--- config.mk ---
export PLATFORM = sky130hd
export DESIGN_NAME = irq_fetch_ctrl
export DESIGN_NICKNAME = d
export VERILOG_FILES = /design/src/rtl/irq_pkg.sv /design/src/rtl/irq_prio_enc.sv /design/src/rtl/irq_fetch_ctrl.sv
export SDC_FILE = /design/constraint.sdc
export NUM_CORES = 1
export LEC_CHECK = 0
export ABC_AREA = 1
export CORE_ASPECT_RATIO = 0.5
export CORE_MARGIN = 2
export CORE_UTILIZATION = 30
export CTS_BUF_LIST = sky130_fd_sc_hd__clkbuf_16
export DETAILED_ROUTE_END_ITERATION = 7
export PLACE_DENSITY = 0.68
export SLEW_MARGIN = 10
export SYNTH_ARGS = -nofsm -noshare
export SYNTH_HDL_FRONTEND = slang
export SYNTH_HIERARCHICAL = 1
export SYNTH_SLANG_ARGS = --single-unit
--- constraint.sdc ---
create_clock -name clk -period 1.4 [get_ports clk]
set_input_delay 0.35 -clock clk [delete_from_list [all_inputs] [get_ports clk]]
set_output_delay 0.35 -clock clk [all_outputs]
set_load 0.01 [all_outputs]
--- src/rtl/irq_pkg.sv ---
// rtl/irq_pkg.sv - shared state encoding and vector defaults for the fetch-stage interrupt sequencer
package irq_pkg;

  typedef enum logic [1:0] {
    ST_IDLE    = 2'd0,
    ST_ARM     = 2'd1,
    ST_FIRE    = 2'd2,
    ST_HANDLER = 2'd3
  } irq_state_e;

  localparam int unsigned IRQ_ID_W = 5;

  localparam logic [31:0] IRQ_VECTOR_BASE_DEF = 32'h0000_0100;
  localparam logic [31:0] IRQ_VEC_STRIDE_DEF  = 32'h0000_0004;

  // Vector address wraps modulo 2^32 by construction of the 32-bit sum.
  function automatic logic [31:0] irq_vector_addr(
    input logic [31:0]         base,
    input logic [31:0]         stride,
    input logic [IRQ_ID_W-1:0] id
  );
    irq_vector_addr = base + ({{(32-IRQ_ID_W){1'b0}}, id} * stride);
  endfunction

endpackage

--- src/rtl/irq_prio_enc.sv ---
// rtl/irq_prio_enc.sv - lowest-index-wins priority encoder for interrupt requests
module irq_prio_enc
  import irq_pkg::*;
#(
  parameter int N_IRQ = 8
) (
  input  logic [N_IRQ-1:0]    req,
  output logic                found,
  output logic [IRQ_ID_W-1:0] id
);

  // Scan from the top down so the last hit (lowest index) wins.
  always_comb begin
    found = 1'b0;
    id    = '0;
    for (int i = N_IRQ - 1; i >= 0; i--) begin
      if (req[i]) begin
        found = 1'b1;
        id    = IRQ_ID_W'(i);
      end
    end
  end

endmodule

--- src/rtl/irq_fetch_ctrl.sv ---
// rtl/irq_fetch_ctrl.sv - interrupt sequencer that redirects fetch to a per-source vector
module irq_fetch_ctrl
  import irq_pkg::*;
#(
  parameter int unsigned N_IRQ       = 8,
  parameter logic [31:0] VECTOR_BASE = IRQ_VECTOR_BASE_DEF,
  parameter logic [31:0] VEC_STRIDE  = IRQ_VEC_STRIDE_DEF
) (
  input  logic             clk,
  input  logic             rst,
  input  logic [N_IRQ-1:0] irq_src,
  input  logic [N_IRQ-1:0] irq_mask,
  input  logic             glb_en,
  input  logic             Stall_F,
  input  logic             PCSrc_E,
  input  logic             valid_D,
  input  logic [31:0]      PC_D,
  input  logic             mret_E,
  output logic             interrupt,
  output logic [31:0]      irq_vector,
  output logic             Flush_D,
  output logic [N_IRQ-1:0] irq_ack,
  output logic [4:0]       irq_id,
  output logic [31:0]      epc,
  output logic             in_handler
);

  irq_state_e          state_q, state_d;
  logic [N_IRQ-1:0]    pending_q, pending_d;
  logic [IRQ_ID_W-1:0] irq_id_q, irq_id_d;
  logic [31:0]         epc_q, epc_d;

  logic [N_IRQ-1:0]    eligible;
  logic                found;
  logic [IRQ_ID_W-1:0] win_id;

  assign eligible = pending_q & irq_mask;

  irq_prio_enc #(
    .N_IRQ (N_IRQ)
  ) u_prio_enc (
    .req   (eligible),
    .found (found),
    .id    (win_id)
  );

  // FIRE-cycle pulses and handler status, decoded purely from registered state.
  always_comb begin
    interrupt  = 1'b0;
    Flush_D    = 1'b0;
    irq_ack    = '0;
    irq_vector = '0;
    in_handler = 1'b0;
    if (state_q == ST_FIRE) begin
      interrupt  = 1'b1;
      Flush_D    = 1'b1;
      in_handler = 1'b1;
      irq_vector = irq_vector_addr(VECTOR_BASE, VEC_STRIDE, irq_id_q);
      for (int i = 0; i < int'(N_IRQ); i++) begin
        irq_ack[i] = (irq_id_q == IRQ_ID_W'(i));
      end
    end
    if (state_q == ST_HANDLER) begin
      in_handler = 1'b1;
    end
  end

  // Latch new requests; the ack only clears a bit that is not being re-raised.
  always_comb begin
    pending_d = (pending_q & ~irq_ack) | irq_src;
  end

  // Sequencer: arm on an eligible request, fire in a safe slot, wait for mret.
  always_comb begin
    state_d  = state_q;
    irq_id_d = irq_id_q;
    epc_d    = epc_q;
    unique case (state_q)
      ST_IDLE: begin
        if (glb_en && found) begin
          state_d = ST_ARM;
        end
      end
      ST_ARM: begin
        if (!glb_en || !found) begin
          state_d = ST_IDLE;
        end else if (!Stall_F && !PCSrc_E && valid_D) begin
          state_d  = ST_FIRE;
          irq_id_d = win_id;
        end
      end
      ST_FIRE: begin
        epc_d   = PC_D;
        state_d = ST_HANDLER;
      end
      ST_HANDLER: begin
        if (mret_E) begin
          state_d = ST_IDLE;
        end
      end
      default: begin
        state_d = ST_IDLE;
      end
    endcase
  end

  // State registers with asynchronous active-low clear.
  always_ff @(posedge clk or negedge rst) begin
    if (!rst) begin
      state_q   <= ST_IDLE;
      pending_q <= '0;
      irq_id_q  <= '0;
      epc_q     <= '0;
    end else begin
      state_q   <= state_d;
      pending_q <= pending_d;
      irq_id_q  <= irq_id_d;
      epc_q     <= epc_d;
    end
  end

  assign irq_id = irq_id_q;
  assign epc    = epc_q;

endmodule

==> reports/qor_table.md <==
| Metric | Value | Unit |
|:---|:---|:---|
| Outcome | complete, but fails checks | - |
| Failing checks | negative setup slack | - |
| Fin cells | 583 | - |
| Nets | 529 | - |
| Width of the die | 130 | um |
| Critical path launch point type | flip-flop | - |
| Mean routed wirelength per cell | 11.7 | um |
| Total number of vias | 2342 | - |
| Number of register bits inferred by synthesis | 47 | - |
| CTS tree | built | - |
| First-pass iteration count of the detailed router | 4 | - |
| I/O pin count | 135 | - |
| Die Footprint | 8710 | um^2 |
| Largest net degree at the start of global routing | 25 | - |
| Via count normalized by instance count | 4.02 | - |
| Largest driver fanout on the critical path | 3 | - |
| Synthesized netlist cell count | 314 | - |
| Netlist area before placement | 2380 | um^2 |
| Level count of the clock H-tree | 2 | - |
| Path category of the worst min-delay check | in -> async | - |
| Number of buffers inserted by port buffering | 108 | - |
| Number of standard-cell rows in the floorplan | 22 | - |
| Unrepaired setup endpoints after global routing | yes | - |
| Highest attainable clock frequency | 588 | MHz |
| Type of the setup path with the least slack | reg -> out | - |
| Final worst-path cycle share | 122 | % |
| Number of antenna violations at the first check in global routing | 0 | - |
| Root Buffer | sky130_fd_sc_hd__clkbuf_16 | - |
| Num CTS Buffers | 5 | - |
| Clock Pin Slew Worst Setup and Hold Paths | 70 | ps |
| Overflow left after global routing | 0 | - |
| Starting utilization of the core area | 31.7 | % |
| Slew Limit Fails | 0 | - |
| Share of final-layout standard cells stronger than drive strength 1 | 27.2 | % |
| Fraction of the yosys area taken by sequential cells | 49.4 | % |
| Final critical delay including setup and external delays | 1700 | ps |
| Max stage delay cell, worst path | sky130_fd_sc_hd__dfrtp_1 | - |
| Yosys warnings | 6 | - |
| Worst stage delay on the critical path | 410 | ps |
| Post-route worst setup slack | -302 | ps |
| Detail Route Antenna Nets | 0 | - |
| Required time of the worst setup path | 1050 | ps |
| Overall power of the completed layout | 6.36 | mW |
| Largest vdd supply drop | 0.651 | mV |
| Avg Synthesized Cell Area | 7.58 | um^2 |
| Placed wire-length estimate after detailed placement | 4830 | um |
| Ant. Diodes | 0 | - |
| Library cell appearing most often on the critical path | sky130_fd_sc_hd__buf_6 | - |
| Placed Cells incl. Taps | 551 | - |
| Height of the die | 67.0 | um |
| Critical path capture point type | output port | - |
| Number of global-route vias before repair | 2331 | - |
| Number of DRC markers in iteration 0 | 98 | - |
| Hold Vio Cnt, Final | 0 | - |
| Number of maximum-capacitance violations | 0 | - |
| FF-to-FF Start | pending_q[7]$_DFF_PN0_ | - |
| Clk Latency, worst-skew pair | 290 | ps |
| Setup-violating endpoint count in the final report | 26 | - |
| Layout Area Growth over Synthesis | 72.9 | % |
| Worst clock skew | 9.75 | ps |
| Total power divided by cell area | 1540 | nW/um^2 |
| Bufs on Longest Clock Path | 2 | - |
| Core Region | 7510 | um^2 |
| Final cell utilization of the core | 54.8 | % |
| Arrival time worst endpoint | 1350 | ps |
| Count of cell types in the netlist | 20 | - |
| Overall fraction of global-route tracks in use | 15.9 | % |
| Critical path, cell by cell | buf_6, nor2_4, buf_6, nand3_4, inv_2, buf_6 | - |
| Fill cell total of the finished layout | 702 | - |
| Origin of the worst setup path | irq_id[3]$_DFFE_PN0P_ | - |
| Static power due to leakage | 2.27 | nW |
| Count of clock tree sinks | 47 | - |
| First-pass GRT wire length | 10700 | um |
| Residual DRC | 0 | - |
| Routability-driven placement congestion ratio | 0.771 | - |
| Final Routed Wirelength | 6800 | um |
[sequential cells by signal, summed over array words and instances, names as in the netlist, named ones only]
register   cells
pending_q      8
epc           32
state_q        1
irq_id         5
[power breakdown]
part	switching, mW	leakage [nW]	internal [mW]
sequential	0.333	0.546	1.91
combinational	1.46	1.65	1.47
clock	0.532	0.0674	0.660
[per-layer routing]
metal	up-vias	GRT usage [%]	part of all wire, %
met1	1082	17.9	42
li1	1187	-	-
met3	8	3.37	4.6
met4	0	4.57	1.1
met2	65	30.4	53
met5	-	0	0
[cell usage after synthesis]
cell | count | area, um^2
sky130_fd_sc_hd__inv_1 | 41 | 154
sky130_fd_sc_hd__nor3b_2 | 1 | 12.5
sky130_fd_sc_hd__nand3_1 | 16 | 80.1
sky130_fd_sc_hd__nor2_1 | 13 | 48.8
sky130_fd_sc_hd__nand2_2 | 2 | 12.5
sky130_fd_sc_hd__buf_4 | 31 | 233
sky130_fd_sc_hd__nor3_2 | 2 | 20.0
sky130_fd_sc_hd__or2_1 | 1 | 6.26
sky130_fd_sc_hd__inv_2 | 2 | 7.51
sky130_fd_sc_hd__o21ai_0 | 1 | 5.00
sky130_fd_sc_hd__and2_1 | 1 | 6.26
sky130_fd_sc_hd__conb_1 | 2 | 7.51
sky130_fd_sc_hd__buf_2 | 3 | 15.0
sky130_fd_sc_hd__dfrtp_1 | 47 | 1180
sky130_fd_sc_hd__nand2_1 | 143 | 537
sky130_fd_sc_hd__a21oi_1 | 2 | 10.0
sky130_fd_sc_hd__nand4_1 | 1 | 6.26
sky130_fd_sc_hd__buf_6 | 3 | 33.8
sky130_fd_sc_hd__a31oi_1 | 1 | 6.26
sky130_fd_sc_hd__clkbuf_1 | 1 | 3.75
[worst paths after layout]
check	endpoint	slack (ps)	cells past startpoint
max in group asynchronous	irq_id[0]$_DFFE_PN0P_	460	3
worst max-delay path	irq_ack[5]	-300	6
worst min register to register	epc[3]$_DFFE_PN0P_	480	2
worst max register to register	irq_id[3]$_DFFE_PN0P_	-70	10
min in group clk	epc[3]$_DFFE_PN0P_	480	2
worst min-delay path	epc[18]$_DFFE_PN0P_	450	2
[cell type report]
class | instances | area [um^2] | share of cell area [%]
inverters | 43 | 164 | 3.98
clock inverters | 3 | 20.0 | 0.486
multi-input cells | 212 | 1000 | 24.4
well taps | 108 | 135 | 3.28
clock buffers | 5 | 125 | 3.04
flip-flops and latches | 47 | 1180 | 28.6
repair buffers | 165 | 1490 | 36.2
[critical path, delay by kind of cell, from the launching register on]
kind,cells,cell delay (ps)
buffers and inverters,4,430
flip-flops,1,410
AND/OR/NAND/NOR,2,210
[per-stage QoR]
step           worst slack (ps)  area, um^2  hold slack (ps)  TNS [ps]
3_5_place_dp               -568        3660              232     -9140
4_1_cts                    -272        4010              457     -4710
3_3_place_gp               -501        3660              229     -8630
2_1_floorplan              45.8        2480             54.4         0
6_report                   -302        4120              452     -4440
5_1_grt                    -371        4120              471     -6870
[cell families after synthesis]
kind of cell	share of synthesized area, %
buffers and inverters	18.8
AND/OR/NAND/NOR	30.6
other	0.315
flip-flops	49.4
AO/OA/AOI/OAI	0.893
[cells in the final DEF, fill, tap and decap left out, drive strengths merged]
cell type	netlist	routed
nor3	2	2
nand3	16	16
clkdlybuf4s15	0	4
clkdlybuf4s50	0	47
nand2	145	145
inv	43	43
nor3b	1	1
o21ai	1	1
dlygate4sd3	0	1
a31oi	1	1
or2	1	1
buf	37	75
nor2	13	13
clkinvlp	0	1
dfrtp	47	47
and2	1	1
clkinv	0	2
a21oi	2	2
conb	2	28
nand4	1	1
dlygate4sd2	0	38
clkbuf	1	5
[what timing repair did]
action,in CTS,in global routing
pin swaps,21,21
hold buffers,1,0
setup endpoints to repair,61,40
buffers inserted,17,7
endpoints found under the hold margin,7,0
resized for setup,173,18
(Power assumes the default switching activity.)
